[config.mk]
export PLATFORM = sky130hd
export DESIGN_NAME = imem_loader
export DESIGN_NICKNAME = d
export VERILOG_FILES = /design/src/rtl/imem_loader.sv
export SDC_FILE = /design/constraint.sdc
export NUM_CORES = 1
export LEC_CHECK = 0
export ABC_AREA = 1
export CORE_UTILIZATION = 50
export DETAILED_ROUTE_END_ITERATION = 8
export GPL_ROUTABILITY_DRIVEN = 1
export PLACE_DENSITY = 0.74
export SLEW_MARGIN = 15
export SYNTH_ARGS = -nofsm -noshare
export SYNTH_HDL_FRONTEND = slang
export SYNTH_SLANG_ARGS = --single-unit
[constraint.sdc]
create_clock -name clk -period 7.9 [get_ports clk]
set_input_delay 1.58 -clock clk [delete_from_list [all_inputs] [get_ports clk]]
set_output_delay 1.58 -clock clk [all_outputs]
set_load 0.02 [all_outputs]
[src/rtl/imem_loader.sv]
// Boot loader: receives a length-prefixed little-endian byte image, writes it into
// instruction memory, then releases cpu_reset. Optional trailing XOR checksum: IMEM_LOADER_CHECKSUM_EN.
module imem_loader #(
  parameter int ADDR_W        = 10,
  parameter int DEPTH         = 1024,
  parameter int RELEASE_DELAY = 4
) (
  input  logic              clk,
  input  logic              reset,
  input  logic              byte_valid,
  input  logic [7:0]        byte_data,
  output logic              byte_ready,
  output logic              imem_we,
  output logic [ADDR_W-1:0] imem_addr,
  output logic [31:0]       imem_wdata,
  output logic              cpu_reset,
  output logic              load_done,
  output logic              load_error
);

`ifdef IMEM_LOADER_CHECKSUM_EN
  typedef enum logic [2:0] {
    S_HDR0, S_HDR1, S_DATA, S_WRITE, S_CKSUM, S_RELEASE, S_DONE, S_ERROR
  } state_t;
`else
  typedef enum logic [2:0] {
    S_HDR0, S_HDR1, S_DATA, S_WRITE, S_RELEASE, S_DONE, S_ERROR
  } state_t;
`endif

  localparam logic [31:0] DEPTH_U    = 32'(DEPTH);
  localparam logic [3:0]  DELAY_LAST = 4'(RELEASE_DELAY - 1);

  state_t              state_q, state_d;
  logic [15:0]         count_q, count_d;
  logic [1:0]          byte_idx_q, byte_idx_d;
  logic [ADDR_W-1:0]   word_idx_q, word_idx_d;
  logic [31:0]         shift_q, shift_d;
  logic [3:0]          delay_q, delay_d;
  logic [ADDR_W-1:0]   addr_q, addr_d;
  logic [31:0]         wdata_q, wdata_d;
  logic [7:0]          cksum_q, cksum_d;

  logic        accept;
  logic [15:0] hdr_n;
  logic        last_word;

  assign accept    = byte_valid && byte_ready;
  assign hdr_n     = {byte_data, count_q[7:0]};
  assign last_word = (32'(word_idx_q) + 32'd1) == 32'(count_q);

  always_ff @(posedge clk or posedge reset) begin
    if (reset) begin
      state_q    <= S_HDR0;
      count_q    <= '0;
      byte_idx_q <= '0;
      word_idx_q <= '0;
      shift_q    <= '0;
      delay_q    <= '0;
      addr_q     <= '0;
      wdata_q    <= '0;
      cksum_q    <= '0;
    end else begin
      state_q    <= state_d;
      count_q    <= count_d;
      byte_idx_q <= byte_idx_d;
      word_idx_q <= word_idx_d;
      shift_q    <= shift_d;
      delay_q    <= delay_d;
      addr_q     <= addr_d;
      wdata_q    <= wdata_d;
      cksum_q    <= cksum_d;
    end
  end

  always_comb begin
    state_d    = state_q;
    count_d    = count_q;
    byte_idx_d = byte_idx_q;
    word_idx_d = word_idx_q;
    shift_d    = shift_q;
    delay_d    = delay_q;
    addr_d     = addr_q;
    wdata_d    = wdata_q;
    cksum_d    = cksum_q;
    case (state_q)
      S_HDR0: begin
        if (accept) begin
          count_d = {8'h00, byte_data};
          state_d = S_HDR1;
        end
      end
      S_HDR1: begin
        if (accept) begin
          count_d    = hdr_n;
          byte_idx_d = '0;
          word_idx_d = '0;
          cksum_d    = '0;
          if (hdr_n == 16'd0 || 32'(hdr_n) > DEPTH_U) state_d = S_ERROR;
          else                                        state_d = S_DATA;
        end
      end
      S_DATA: begin
        if (accept) begin
          // Bytes enter at the top so byte 0 ends up in [7:0] after four shifts.
          shift_d    = {byte_data, shift_q[31:8]};
          byte_idx_d = byte_idx_q + 2'd1;
          cksum_d    = cksum_q ^ byte_data;
          if (byte_idx_q == 2'd3) begin
            addr_d  = word_idx_q;
            wdata_d = {byte_data, shift_q[31:8]};
            state_d = S_WRITE;
          end
        end
      end
      S_WRITE: begin
        word_idx_d = word_idx_q + ADDR_W'(1);
        delay_d    = '0;
        if (last_word) begin
`ifdef IMEM_LOADER_CHECKSUM_EN
          state_d = S_CKSUM;
`else
          state_d = S_RELEASE;
`endif
        end else begin
          state_d = S_DATA;
        end
      end
`ifdef IMEM_LOADER_CHECKSUM_EN
      S_CKSUM: begin
        if (accept) begin
          delay_d = '0;
          state_d = (byte_data == cksum_q) ? S_RELEASE : S_ERROR;
        end
      end
`endif
      S_RELEASE: begin
        delay_d = delay_q + 4'd1;
        if (delay_q == DELAY_LAST) state_d = S_DONE;
      end
      default: ;
    endcase
  end

  always_comb begin
    byte_ready = (state_q == S_HDR0) || (state_q == S_HDR1) || (state_q == S_DATA);
`ifdef IMEM_LOADER_CHECKSUM_EN
    if (state_q == S_CKSUM) byte_ready = 1'b1;
`endif
    imem_we    = (state_q == S_WRITE);
    imem_addr  = addr_q;
    imem_wdata = wdata_q;
    cpu_reset  = (state_q != S_DONE);
    load_done  = (state_q == S_DONE);
    load_error = (state_q == S_ERROR);
  end

endmodule

# After elaboration in Yosys (flattened, before gate mapping)
# Cells that the tools add are included.
dict set report word_totals {
  regBits 109
  latchBits 0
  ram_bits 0
  rom_bits 0
  input_bits 11
  output_inout_bits 47
  memories 0
}
dict set report classes {
  addsub 4
  mul 0
  div 0
  order_cmp 1
  n_eq_ne 15
  shifts 0
  n_mux 17
  bitwise_logic 1
  reduce_logical 18
}
# cell n
set op_table {}
lappend op_table {{$mux 16} 2}
lappend op_table {{$pmux 16 s2} 1}
lappend op_table {{$mux 3} 7}
lappend op_table {{$pmux 10 s2} 1}
lappend op_table {{$eq 11x16->1} 1}
lappend op_table {{$gt 16x11->1 const B} 1}
lappend op_table {{$logic_not 16->1} 1}
lappend op_table {{$pmux 3 s5} 1}
lappend op_table {{$reduce_and 3->1} 4}
lappend op_table {{$add 10x1->11 const B} 1}
lappend op_table {{$add 10x1->10 const B} 1}
lappend op_table {{$mux 10} 1}
lappend op_table {{$ne 2x2->1 const B} 5}
lappend op_table {{$eq 3x3->1 const B} 3}
lappend op_table {{$pmux 4 s2} 1}
lappend op_table {{$reduce_bool 2->1} 4}
lappend op_table {{$eq 3x2->1 const B} 2}
lappend op_table {{$reduce_and 6->1} 1}
lappend op_table {{$reduce_bool 5->1} 1}
lappend op_table {{$add 4x1->4 const B} 1}
lappend op_table {{$eq 4x2->1 const B} 1}
lappend op_table {{$mux 2} 2}
lappend op_table {{$pmux 2 s2} 1}
lappend op_table {{$reduce_and 2->1} 2}
lappend op_table {{8 further kinds} 10}

# Depth between registers and ports, before layout
dict set report depth {
  ltp_word 6
  ltp_mapped 15
  mapped_depth_nobuf 15
}

# Least setup slack after synthesis
# Ideal clock, no wire load.
dict set report synth_path {
  kind {flip-flop to output port}
  from {reg state_q[2]}
  to {out cpu_reset}
  t_arrival_ns 1.247
  setup_slack_ns 5.073
  path_stages_with_launch 4
  cell_sequence {dfrtp_1 inv_1 nor3_1 inv_1}
}
dict set report synth_between {
  elab_chain_len 1
}
# item line_no
set synth_rtl {}
lappend synth_rtl {{start: declaration} 34} ;# state_t state_q, state_d;
lappend synth_rtl {{start signal: assignment} 64} ;# state_q <= state_d;
lappend synth_rtl {{$ne 3x3->1} 153} ;# cpu_reset = (state_q != S_DONE);
lappend synth_rtl {{end: declaration} 16} ;# output logic cpu_reset,
# Every way passes these cells.

# Worst setup path after layout
dict set report layout_path {
  from {reg state_q[2]}
  to {out imem_we}
}
dict set report layout_between {
  elab_chain_len 1
}
# item line_no
set layout_rtl {}
lappend layout_rtl {{$eq 3x2->1} 150} ;# imem_we = (state_q == S_WRITE);
lappend layout_rtl {{end: declaration} 13} ;# output logic imem_we,
# Every way passes these cells.

==> run metrics <==
Avg WL per Cell 13.3 microns; leakage 2.56 nW; DRT Pass-1 Iters 5; Synth area leaders dfrtp_1 (58%), nand2_1 (11%), o21ai_0 (7.9%); syn_nets 512; delay-heaviest family, CP buffers and inverters; initial core utilization 0.523; Worst Setup Path Type reg2out; M3 GR Usage 0.0407; pre-CTS WS 4.48 ns; overall routing resource usage 0.214; Max-Cap Viols 0; WP buf/inv 2; skew final 0.0126 ns; clk_lat worst skew 0.36 ns; hold path start imem_wdata[8]; TritonCTS clock tree built; number of distinct library cells after synthesis 26; Core ar. 8340 sq um; chip width 95.4 microns; VDD IR max 0.0990 mV; Setup crit end kind primary output; post-detail-place hpwl 6070 microns; post-synth top area cell dfrtp_1; Final Cycle Share 0.441; Post-Layout Cell Count 662; fin. max-slew vios 0; CTS Buf Count 9; row count 33; #FFs+latches synth 101; critical-path maximum fanout 5; met2 GRT Util 0.331; layout cells sized above 1 0.0664; PostCTS Resize Cnt 0; CP Launch Type flop; unrepaired setup endpoints after global routing false; Setup TNS 0 ns; Final Setup Violations 0; postcts setup bufs 0; CP startpoint state_q[2]; Rel. slew slack 0.430; via count 3,409; I/O Pins 58; Nets 566; ant diodes 0; Detailed Route WL 8820 microns; synth warn 0; Sink Count 101; Worst EP arrival 1.90 ns; antenna violations before repair 0; first-pass GRT wire length 14,900 microns; Worst path slowest cell clkdlybuf4s50_1; reg2reg start word_idx_q[0]; Pwr Density 164 nW/um^2; CTS root buf clkbuf_8; worst path required time 6.32 ns; area grow syn2layout 19.5%; worst path cell trace nor2_1, inv_1, nor2_1, clkdlybuf4s50_1; vias per cell 5.15; status finished, final reports clean; final worst path period need 3.48 ns; clock slew at reported path FFs 0.10 ns; GR peak layer met2; count of final hold-check violations 0; RePlAce Congestion 0.948; Chip Height 95.4 microns; 1st-iter DRT viols 190; placed cells 646; Power, Total 0.000854 W; hold crit path type reg2reg; f_max 287 MHz; CTS hold repair buffers 0; M1 GR Usage 0.309; die area 9100 sq um; Yosys top cell area share 0.580; Max Root-Sink Buffers 2; vias in the first global route 3,176; sequential element share of the synthesized area 0.580; slowest stage delay, CP 0.67 ns; largest net degree at the start of global routing 77; slew of the pin with the lowest slew margin 0.856 ns; Post-Syn Instances 498; Mapped Avg Cell Area 8.76 sq um; most frequent cell on the critical path nor2_1; DRC Markers 0; number of H-tree levels 3; DRT antenna net count 0; input/output buffers 57; Mapped Area 4360 sq um; GRT overflow 0; fin worst setup slack 4.42 ns; Layout fillers 719
-- layout make-up --
cell class | instances | area [sq um] | area share
clock buffer | 9 | 124 | 0.0238
clock inverter | 7 | 67.6 | 0.0130
inverter | 76 | 288 | 0.0552
multi-input combinational | 304 | 1480 | 0.284
sequential | 101 | 2530 | 0.485
tap | 105 | 131 | 0.0252
timing repair buffer | 60 | 593 | 0.114
-- layer usage --
metal,vias to the layer above,share of wire
li1,1703,-
met1,1612,0.49
met2,84,0.46
met3,10,0.038
met4,0,0.012
met5,-,0
-- logic make-up (layout without fill, tap and decap cells) --
kind of cell / Yosys count / in the layout / share of synthesized area
simple gates: 191 / 191 / 0.184
flops: 101 / 101 / 0.580
compound gates: 100 / 100 / 0.121
buf+inv: 93 / 152 / 0.0818
mux: 8 / 8 / 0.0207
fa+ha+maj: 3 / 3 / 0.00861
xor+xnor: 2 / 2 / 0.00402
-- Yosys cell counts --
cell type    n
nand4_1      8
nor2_1      22
xor2_1       1
o21ai_1      5
mux2_2       8
buf_2        6
nand2_1    127
o21ai_2      1
nand2_4      1
a211oi_1     1
ha_1         3
nand3_1     26
nor2_2       2
o21bai_1     1
o22ai_1     15
dfrtp_1    101
inv_1       75
and2_1       1
nand2_2      1
inv_2        1
xnor2_1      1
o21ai_0     69
clkbuf_1    11
nor2_4       2
nor3_1       1
a21oi_1      8
-- tightest hold or removal path: stages (launching register included) --
cell and delay [ns]:
dfrtp_1 0.36, nand2_1 0.05, o21ai_0 0.06
-- cell usage in the layout (no fill, tap or decap), types with 2 or more instances in the layout --
master           synthesis  layout
a21oi_1                  8       8
nor2_4                   2       2
ha_1                     3       3
clkbuf_8                 0       9
buf_4                    0       3
o21ai_1                  5       5
nand2_1                127     126
inv_1                   75      74
clkdlybuf4s50_1          0      57
inv_6                    0       3
nor2_2                   2       2
nand2_2                  1       2
o22ai_1                 15      15
nand3_1                 26      26
nand4_1                  8       8
dfrtp_1                101     101
o21ai_0                 69      69
nor2_1                  22      22
mux2_2                   8       8
-- flip-flops by register name, indices dropped and copies added, names as in the netlist --
name / flops
state_q: 3
imem_addr: 10
delay_q: 4
shift_q: 24
imem_wdata: 32
count_q: 16
byte_idx_q: 2
word_idx_q: 10
-- final timing paths --
kind | end | slack, ns | depth (start not counted)
min in group asynchronous | imem_addr[5] | 1.55 | 2
max in group asynchronous | imem_wdata[31] | 5.16 | 3
min | imem_wdata[8] | 0.49 | 2
max | imem_we | 4.42 | 4
max reg2reg | state_q[1] | 5.93 | 15
min reg2reg | imem_wdata[8] | 0.49 | 2
-- power by group --
group | internal, W | leakage, nW | total (W) | switching [W]
Clock | 0.000123 | 0.0993 | 0.000317 | 0.000194
Combinational | 0.00000527 | 1.19 | 0.0000202 | 0.0000150
Sequential | 0.000517 | 1.27 | 0.000517 | 0
-- stage by stage --
step / cell area, sq um / hold slack, ns / utilization
after global placement: 5020 / 0.463 / 0.602
final: 5210 / 0.492 / 0.625
after global routing: 5210 / 0.512 / 0.625
after detailed placement: 5020 / 0.473 / 0.602
after CTS: 5210 / 0.490 / 0.625
after floorplan: 4360 / 0.441 / -
Power figures use the tool's default switching activity.
